<file path="src/rtl/stopwatch_pkg.sv">
// Shared types and constants for the stopwatch front-panel controller.
package stopwatch_pkg;

    localparam int unsigned HOUR_W    = 6;
    localparam int unsigned MIN_W     = 6;
    localparam int unsigned SEC_W     = 6;
    localparam int unsigned MSEC_W    = 7;
    localparam int unsigned LAP_CNT_W = 4;

    localparam int unsigned DEBOUNCE_CYCLES_DEF = 1_000_000;
    localparam int unsigned CLEAR_CYCLES_DEF    = 4;

    // Controller states
    typedef enum logic [2:0] {
        ST_IDLE    = 3'd0,
        ST_RUNNING = 3'd1,
        ST_LAP     = 3'd2,
        ST_PAUSED  = 3'd3,
        ST_CLEAR   = 3'd4
    } sw_state_e;

    // One complete time value; all fields move together
    typedef struct packed {
        logic [HOUR_W-1:0] hour;
        logic [MIN_W-1:0]  minute;
        logic [SEC_W-1:0]  second;
        logic [MSEC_W-1:0] msec;
    } sw_time_t;

endpackage : stopwatch_pkg

</file>
<file path="src/rtl/stopwatch_ctrl_key_debounce.sv">
// Key conditioner: 2-flop synchroniser, stable-level debounce, press-edge pulse.
// Ports:
//   clock    system clock
//   reset_n  asynchronous active-low reset (state returns to "released")
//   key      raw key level, asynchronous to clock
//   press    one-clock pulse on an accepted released->pressed transition
module key_debounce
    import stopwatch_pkg::*;
#(
    parameter int unsigned DEBOUNCE_CYCLES = DEBOUNCE_CYCLES_DEF,
    parameter bit          KEY_ACTIVE_LOW  = 1'b1
) (
    input  logic clock,
    input  logic reset_n,
    input  logic key,
    output logic press
);

    localparam int unsigned CNT_W = (DEBOUNCE_CYCLES > 1) ? $clog2(DEBOUNCE_CYCLES) : 1;
    localparam logic [CNT_W-1:0] CNT_LAST = CNT_W'(DEBOUNCE_CYCLES - 1);

    logic             pressed_c;
    logic             sync_q1;
    logic             sync_q2;
    logic             level;
    logic             level_d;
    logic [CNT_W-1:0] cnt;

    // Normalise polarity so that 1 always means "pressed"
    assign pressed_c = KEY_ACTIVE_LOW ? ~key : key;

    // Synchroniser
    always_ff @(posedge clock or negedge reset_n) begin
        if (!reset_n) begin
            sync_q1 <= 1'b0;
            sync_q2 <= 1'b0;
        end else begin
            sync_q1 <= pressed_c;
            sync_q2 <= sync_q1;
        end
    end

    // Any return to the accepted level restarts the stability count
    always_ff @(posedge clock or negedge reset_n) begin
        if (!reset_n) begin
            cnt   <= '0;
            level <= 1'b0;
        end else if (sync_q2 == level) begin
            cnt <= '0;
        end else if (cnt == CNT_LAST) begin
            cnt   <= '0;
            level <= sync_q2;
        end else begin
            cnt <= cnt + CNT_W'(1);
        end
    end

    // Pulse only on the accepted press edge; release is silent
    always_ff @(posedge clock or negedge reset_n) begin
        if (!reset_n) begin
            level_d <= 1'b0;
            press   <= 1'b0;
        end else begin
            level_d <= level;
            press   <= level & ~level_d;
        end
    end

endmodule : key_debounce

</file>
<file path="src/rtl/stopwatch_ctrl.sv">
// Stopwatch front-panel controller: debounced start/stop and lap/reset keys drive a
// run/lap/pause/clear sequencer, capture lap snapshots and select the displayed time.
// Ports:
//   clock, reset_n                         clock, asynchronous active-low reset
//   key_start, key_lap                     raw keys, asynchronous to clock
//   hour_in/minute_in/second_in/msec_in    live time from the counter
//   run, clear                             counter enable and clear (registered)
//   hour_out/minute_out/second_out/msec_out displayed time (registered, live or snapshot)
//   lap_active                             display is showing a snapshot
//   lap_count                              laps since last clear, modulo 16
module stopwatch_ctrl
    import stopwatch_pkg::*;
#(
    parameter int unsigned DEBOUNCE_CYCLES = DEBOUNCE_CYCLES_DEF,
    parameter int unsigned CLEAR_CYCLES    = CLEAR_CYCLES_DEF,
    parameter bit          KEY_ACTIVE_LOW  = 1'b1
) (
    input  logic                 clock,
    input  logic                 reset_n,
    input  logic                 key_start,
    input  logic                 key_lap,
    input  logic [HOUR_W-1:0]    hour_in,
    input  logic [MIN_W-1:0]     minute_in,
    input  logic [SEC_W-1:0]     second_in,
    input  logic [MSEC_W-1:0]    msec_in,
    output logic                 run,
    output logic                 clear,
    output logic [HOUR_W-1:0]    hour_out,
    output logic [MIN_W-1:0]     minute_out,
    output logic [SEC_W-1:0]     second_out,
    output logic [MSEC_W-1:0]    msec_out,
    output logic                 lap_active,
    output logic [LAP_CNT_W-1:0] lap_count
);

    localparam int unsigned CLR_W = (CLEAR_CYCLES > 1) ? $clog2(CLEAR_CYCLES) : 1;
    localparam logic [CLR_W-1:0] CLR_LAST = CLR_W'(CLEAR_CYCLES - 1);

    logic                 start_press;
    logic                 lap_press;

    sw_state_e            state;
    sw_state_e            state_next;
    logic [CLR_W-1:0]     clear_cnt;
    logic [CLR_W-1:0]     clear_cnt_next;
    logic [LAP_CNT_W-1:0] lap_count_next;
    sw_time_t             snap_q;
    sw_time_t             snap_next;
    sw_time_t             live_c;
    sw_time_t             disp_q;
    sw_time_t             disp_next;
    logic                 run_next;
    logic                 clear_next;
    logic                 lap_active_next;

    key_debounce #(
        .DEBOUNCE_CYCLES (DEBOUNCE_CYCLES),
        .KEY_ACTIVE_LOW  (KEY_ACTIVE_LOW)
    ) u_deb_start (
        .clock   (clock),
        .reset_n (reset_n),
        .key     (key_start),
        .press   (start_press)
    );

    key_debounce #(
        .DEBOUNCE_CYCLES (DEBOUNCE_CYCLES),
        .KEY_ACTIVE_LOW  (KEY_ACTIVE_LOW)
    ) u_deb_lap (
        .clock   (clock),
        .reset_n (reset_n),
        .key     (key_lap),
        .press   (lap_press)
    );

    assign live_c = '{hour: hour_in, minute: minute_in, second: second_in, msec: msec_in};

    // Next state, lap bookkeeping and next registered outputs
    always_comb begin
        state_next      = state;
        clear_cnt_next  = clear_cnt;
        lap_count_next  = lap_count;
        snap_next       = snap_q;
        run_next        = 1'b0;
        clear_next      = 1'b0;
        lap_active_next = 1'b0;
        disp_next       = live_c;

        // start is checked first everywhere, so a coincident lap pulse is dropped
        case (state)
            ST_IDLE: begin
                if (start_press)    state_next = ST_RUNNING;
                else if (lap_press) state_next = ST_CLEAR;
            end
            ST_RUNNING: begin
                if (start_press) begin
                    state_next = ST_PAUSED;
                end else if (lap_press) begin
                    state_next     = ST_LAP;
                    snap_next      = live_c;
                    lap_count_next = lap_count + LAP_CNT_W'(1);
                end
            end
            ST_LAP: begin
                if (start_press)    state_next = ST_PAUSED;
                else if (lap_press) state_next = ST_RUNNING;
            end
            ST_PAUSED: begin
                if (start_press)    state_next = ST_RUNNING;
                else if (lap_press) state_next = ST_CLEAR;
            end
            ST_CLEAR: begin
                // Keys are ignored here; only the timer moves the FSM on
                if (clear_cnt == CLR_LAST) begin
                    state_next     = ST_IDLE;
                    clear_cnt_next = '0;
                end else begin
                    clear_cnt_next = clear_cnt + CLR_W'(1);
                end
            end
            default: state_next = ST_IDLE;
        endcase

        if (state_next == ST_CLEAR) begin
            lap_count_next = '0;
            snap_next      = '0;
        end

        run_next        = (state_next == ST_RUNNING) || (state_next == ST_LAP);
        clear_next      = (state_next == ST_CLEAR);
        lap_active_next = (state_next == ST_LAP);
        if (lap_active_next) disp_next = snap_next;
    end

    // State and control registers
    always_ff @(posedge clock or negedge reset_n) begin
        if (!reset_n) begin
            state      <= ST_IDLE;
            clear_cnt  <= '0;
            lap_count  <= '0;
            snap_q     <= '0;
            run        <= 1'b0;
            clear      <= 1'b0;
            lap_active <= 1'b0;
        end else begin
            state      <= state_next;
            clear_cnt  <= clear_cnt_next;
            lap_count  <= lap_count_next;
            snap_q     <= snap_next;
            run        <= run_next;
            clear      <= clear_next;
            lap_active <= lap_active_next;
        end
    end

    // Display register is deliberately unreset so it keeps tracking live time during reset
    always_ff @(posedge clock) begin
        disp_q <= disp_next;
    end

    assign hour_out   = disp_q.hour;
    assign minute_out = disp_q.minute;
    assign second_out = disp_q.second;
    assign msec_out   = disp_q.msec;

endmodule : stopwatch_ctrl

</file>
<file path="config.mk">
export PLATFORM = sky130hd
export DESIGN_NAME = stopwatch_ctrl
export DESIGN_NICKNAME = d
export VERILOG_FILES = /design/src/rtl/stopwatch_pkg.sv /design/src/rtl/stopwatch_ctrl_key_debounce.sv /design/src/rtl/stopwatch_ctrl.sv
export SDC_FILE = /design/constraint.sdc
export NUM_CORES = 1
export LEC_CHECK = 0
export ABC_AREA = 1
export BUFFER_PORTS_ARGS = -buffer_cell sky130_fd_sc_hd__buf_2
export CORE_ASPECT_RATIO = 2
export CORE_UTILIZATION = 35
export CTS_CLUSTER_DIAMETER = 100
export DETAILED_ROUTE_END_ITERATION = 12
export PLACE_DENSITY = 0.61
export SYNTH_ARGS = -nofsm -noshare
export SYNTH_HDL_FRONTEND = slang
export SYNTH_SLANG_ARGS = --single-unit
</file>
<file path="constraint.sdc">
create_clock -name clock -period 3.41 [get_ports clock]
set_input_delay 0.1705 -clock clock [delete_from_list [all_inputs] [get_ports clock]]
set_output_delay 0.1705 -clock clock [all_outputs]
set_load 0.02 [all_outputs]
</file>
==> results_dict.tcl <==
set metrics [dict create \
    min_path_type "in2reg" \
    htree_levels 3 \
    status "completed" \
    rows 62 \
    p_per_area_mw_per_mm2 424 \
    syn2layout_area_growth_pct 15.0 \
    syn-num-nets 659 \
    fin_worst_skew_ps 12.2 \
    numClockSinks 112 \
    required_ps 3660 \
    ios 61 \
    path_clk_slew_ps 80 \
    max_freq_ghz 0.493 \
    grt_max_degree 76 \
    yosys.area.top_type_share_pct 42.8 \
    diodes 0 \
    finalHoldViolCount 0 \
    period_share_pct 59.5 \
    critPathSlowestCell "dfrtp_1" \
    grt_first_pass_wirelength_um 18400 \
    grt_pass1_vias 4054 \
    clockBufferDepth 2 \
    netlist-cell-type-count 29 \
    die_height_um 172 \
    dieArea_mm2 0.0150 \
    drv_cap 0 \
    finalSetupTns_ps 0 \
    start_util_pct 35.6 \
    r2r-end "hour_out[1]" \
    finalSetupViolations 0 \
    drt_iter0_markers 154 \
    drive_gt1_share_pct 17.0 \
    synth_ff_type "dfrtp_1" \
    clkLatencyLatePin_ps 350 \
    dr.pass1.iters 4 \
    synth_top_area_cell "dfrtp_1" \
    globalplace.congestion 0.878 \
    start_kind "register" \
    syn_inst 626 \
    antenna_left 0 \
    wirelength_um 10700 \
    crit_path_end_kind "register" \
    async_reset_ff_share_pct 77.7 \
    yosysWarnings 0 \
    crit_chain "inv_1 -> nand3_2 -> nor2_4 -> buf_4 -> clkinv_2 -> nand2_1 -> a21oi_1 -> nand2_1 -> nand2_1" \
    grt_util_all_layers_pct 15.8 \
    worst_hold_slack_ps 23.9 \
    synth.most_common_cell "nand2_1" \
    cellLeakagePower_nw 2.75 \
    worstMarginPinSlew_ps 951 \
    r2r_start "state[1]" \
    rrSetupSlack_ps 1380 \
    path_class "reg2reg" \
    dp_hpwl_um 7770 \
    reg2reg_depth 9 \
    path_max_fanout 30 \
    ir_drop_uv 186 \
    synth-seq-area-share_pct 52.7 \
    grt-ovfl-total 0 \
    startpoint "state[1]" \
    drc 0 \
    core_mm2 0.0143 \
    critPathMaxStageDelay_ps 470 \
    syn_area_mm2 0.00508 \
    die_w_um 87.2 \
    finalCriticalPeriod_ps 2030 \
    cp.arrival_ps 2280 \
    synth_area_leaders "dfrtp_1, nand2_1, dfxtp_1" \
    netlist_top_cells_count "nand2_1, nor2_1, dfrtp_1" \
    clockRootBuffer "clkbuf_16" \
    cts_tree "built" \
    antenna_found_initial 0 \
    fin_nets 724 \
    syn_area_per_cell_um2 8.12 \
    synth-edff-count 0 \
    vias_per_cell 4.52 \
    worstSetupEndpoint "hour_out[1]" \
    cts_buffers 9 \
    wl_per_cell_um 12.1 \
    maxSlewViolCount 0 \
    ys_ff_latch 112 \
    vias 4012 \
    cpMostUsedCell "nand2_1" \
    max-slew-margin-rel_pct 36.6 \
    rsz0062_at_grt "no" \
    io_buffers 60 \
]
-- state kept, by name, summed over array words and instances, names as in the netlist, 2 cells and up --
signal           count
msec_out             7
u_deb_start.cnt     20
clear_cnt            2
state                3
second_out           6
snap_q              25
hour_out             6
lap_count            4
u_deb_lap.cnt       20
minute_out           6
-- area by class of cell --
| class | instances | area [um^2] |
|---|---|---|
| clock buffers | 10 | 229 |
| clock inverters | 6 | 51.3 |
| fillers | 1516 | 8430 |
| inverters | 51 | 193 |
| multi-input cells | 451 | 2100 |
| flip-flops and latches | 112 | 2680 |
| well taps | 192 | 240 |
| repair buffers | 66 | 355 |
-- layer usage --
layer | GRT usage, % | up-vias | routed length, um
met3 | 2.82 | 22 | 314
met2 | 30.7 | 65 | 5910
met4 | 6.91 | 0 | 284
met1 | 15.9 | 1874 | 4210
met5 | 0 | - | 0
li1 | - | 2051 | -
-- metrics by stage --
stage	utilization, %	cells	worst slack (ps)	total power, mW	area, um^2
after floorplan	-	626	1980	1.43	5080
after global placement	38.8	869	1410	1.50	5540
after detailed placement	38.8	869	1390	1.50	5540
after CTS	41.0	888	1360	2.51	5850
after global routing	41.0	888	1180	2.58	5850
final	41.0	888	1380	2.48	5850
-- cell families after synthesis --
| family | Yosys count | share of synthesized area, % |
|---|---|---|
| DFF | 112 | 52.7 |
| AOI/OAI and AO/OA | 36 | 5.02 |
| and+or+nand+nor | 387 | 31.2 |
| xor gates and xnor gates | 24 | 4.14 |
| adders and majority gates | 4 | 0.985 |
| buffers and inverters | 63 | 5.98 |
-- worst min path at each step --
stage                       from                end  slack, ps  cells after the start
finish              second_in[2]      second_out[2]         20                      3
floorplan                reset_n              clear       -130                      0
global route        minute_in[4]      minute_out[4]         30                      3
global placement         key_lap  u_deb_lap.sync_q1        310                      2
detailed placement       key_lap  u_deb_lap.sync_q1        320                      2
CTS                 second_in[2]      second_out[2]         20                      3
-- worst max-delay path, delay by kind of cell (launching register included) --
family	cells	cell delay (ps)
AOI/OAI and AO/OA	1	90
buffers and inverters	3	850
DFF	1	470
and+or+nand+nor	5	510
-- power by group --
group	switching, mW	internal, mW	total [mW]
combinational	0.0783	0.0405	0.119
clock	0.500	0.507	1.01
sequential	0.00861	1.35	1.35
total	0.587	1.89	2.48
-- placed cells by master, fill, tap and decap left out, types with 2 or more instances in the layout --
cell type,n
nand2_1,232
nor2_1,109
dfrtp_1,87
buf_2,59
inv_1,45
dfxtp_1,25
a21oi_2,20
nand3_1,15
xor2_1,14
a21oi_1,13
xnor2_1,10
clkbuf_16,9
nor3_1,8
nand2_2,5
nand3b_1,4
inv_2,4
ha_1,4
buf_4,4
nand4_1,3
nor2_4,3
o21ai_0,3
inv_6,3
dlygate4sd3_1,3
nor3_2,2
nor2_2,2
clkinv_4,2
-- what timing repair did --
action                                  4_1_cts  5_1_grt
hold buffers                                  3        0
hold endpoints to repair                      5        0
endpoints found under the setup margin        0        0
gates resized for setup                       0        0
setup buffers                                 0        0
No activity file was read; power rests on OpenSTA's default activity.
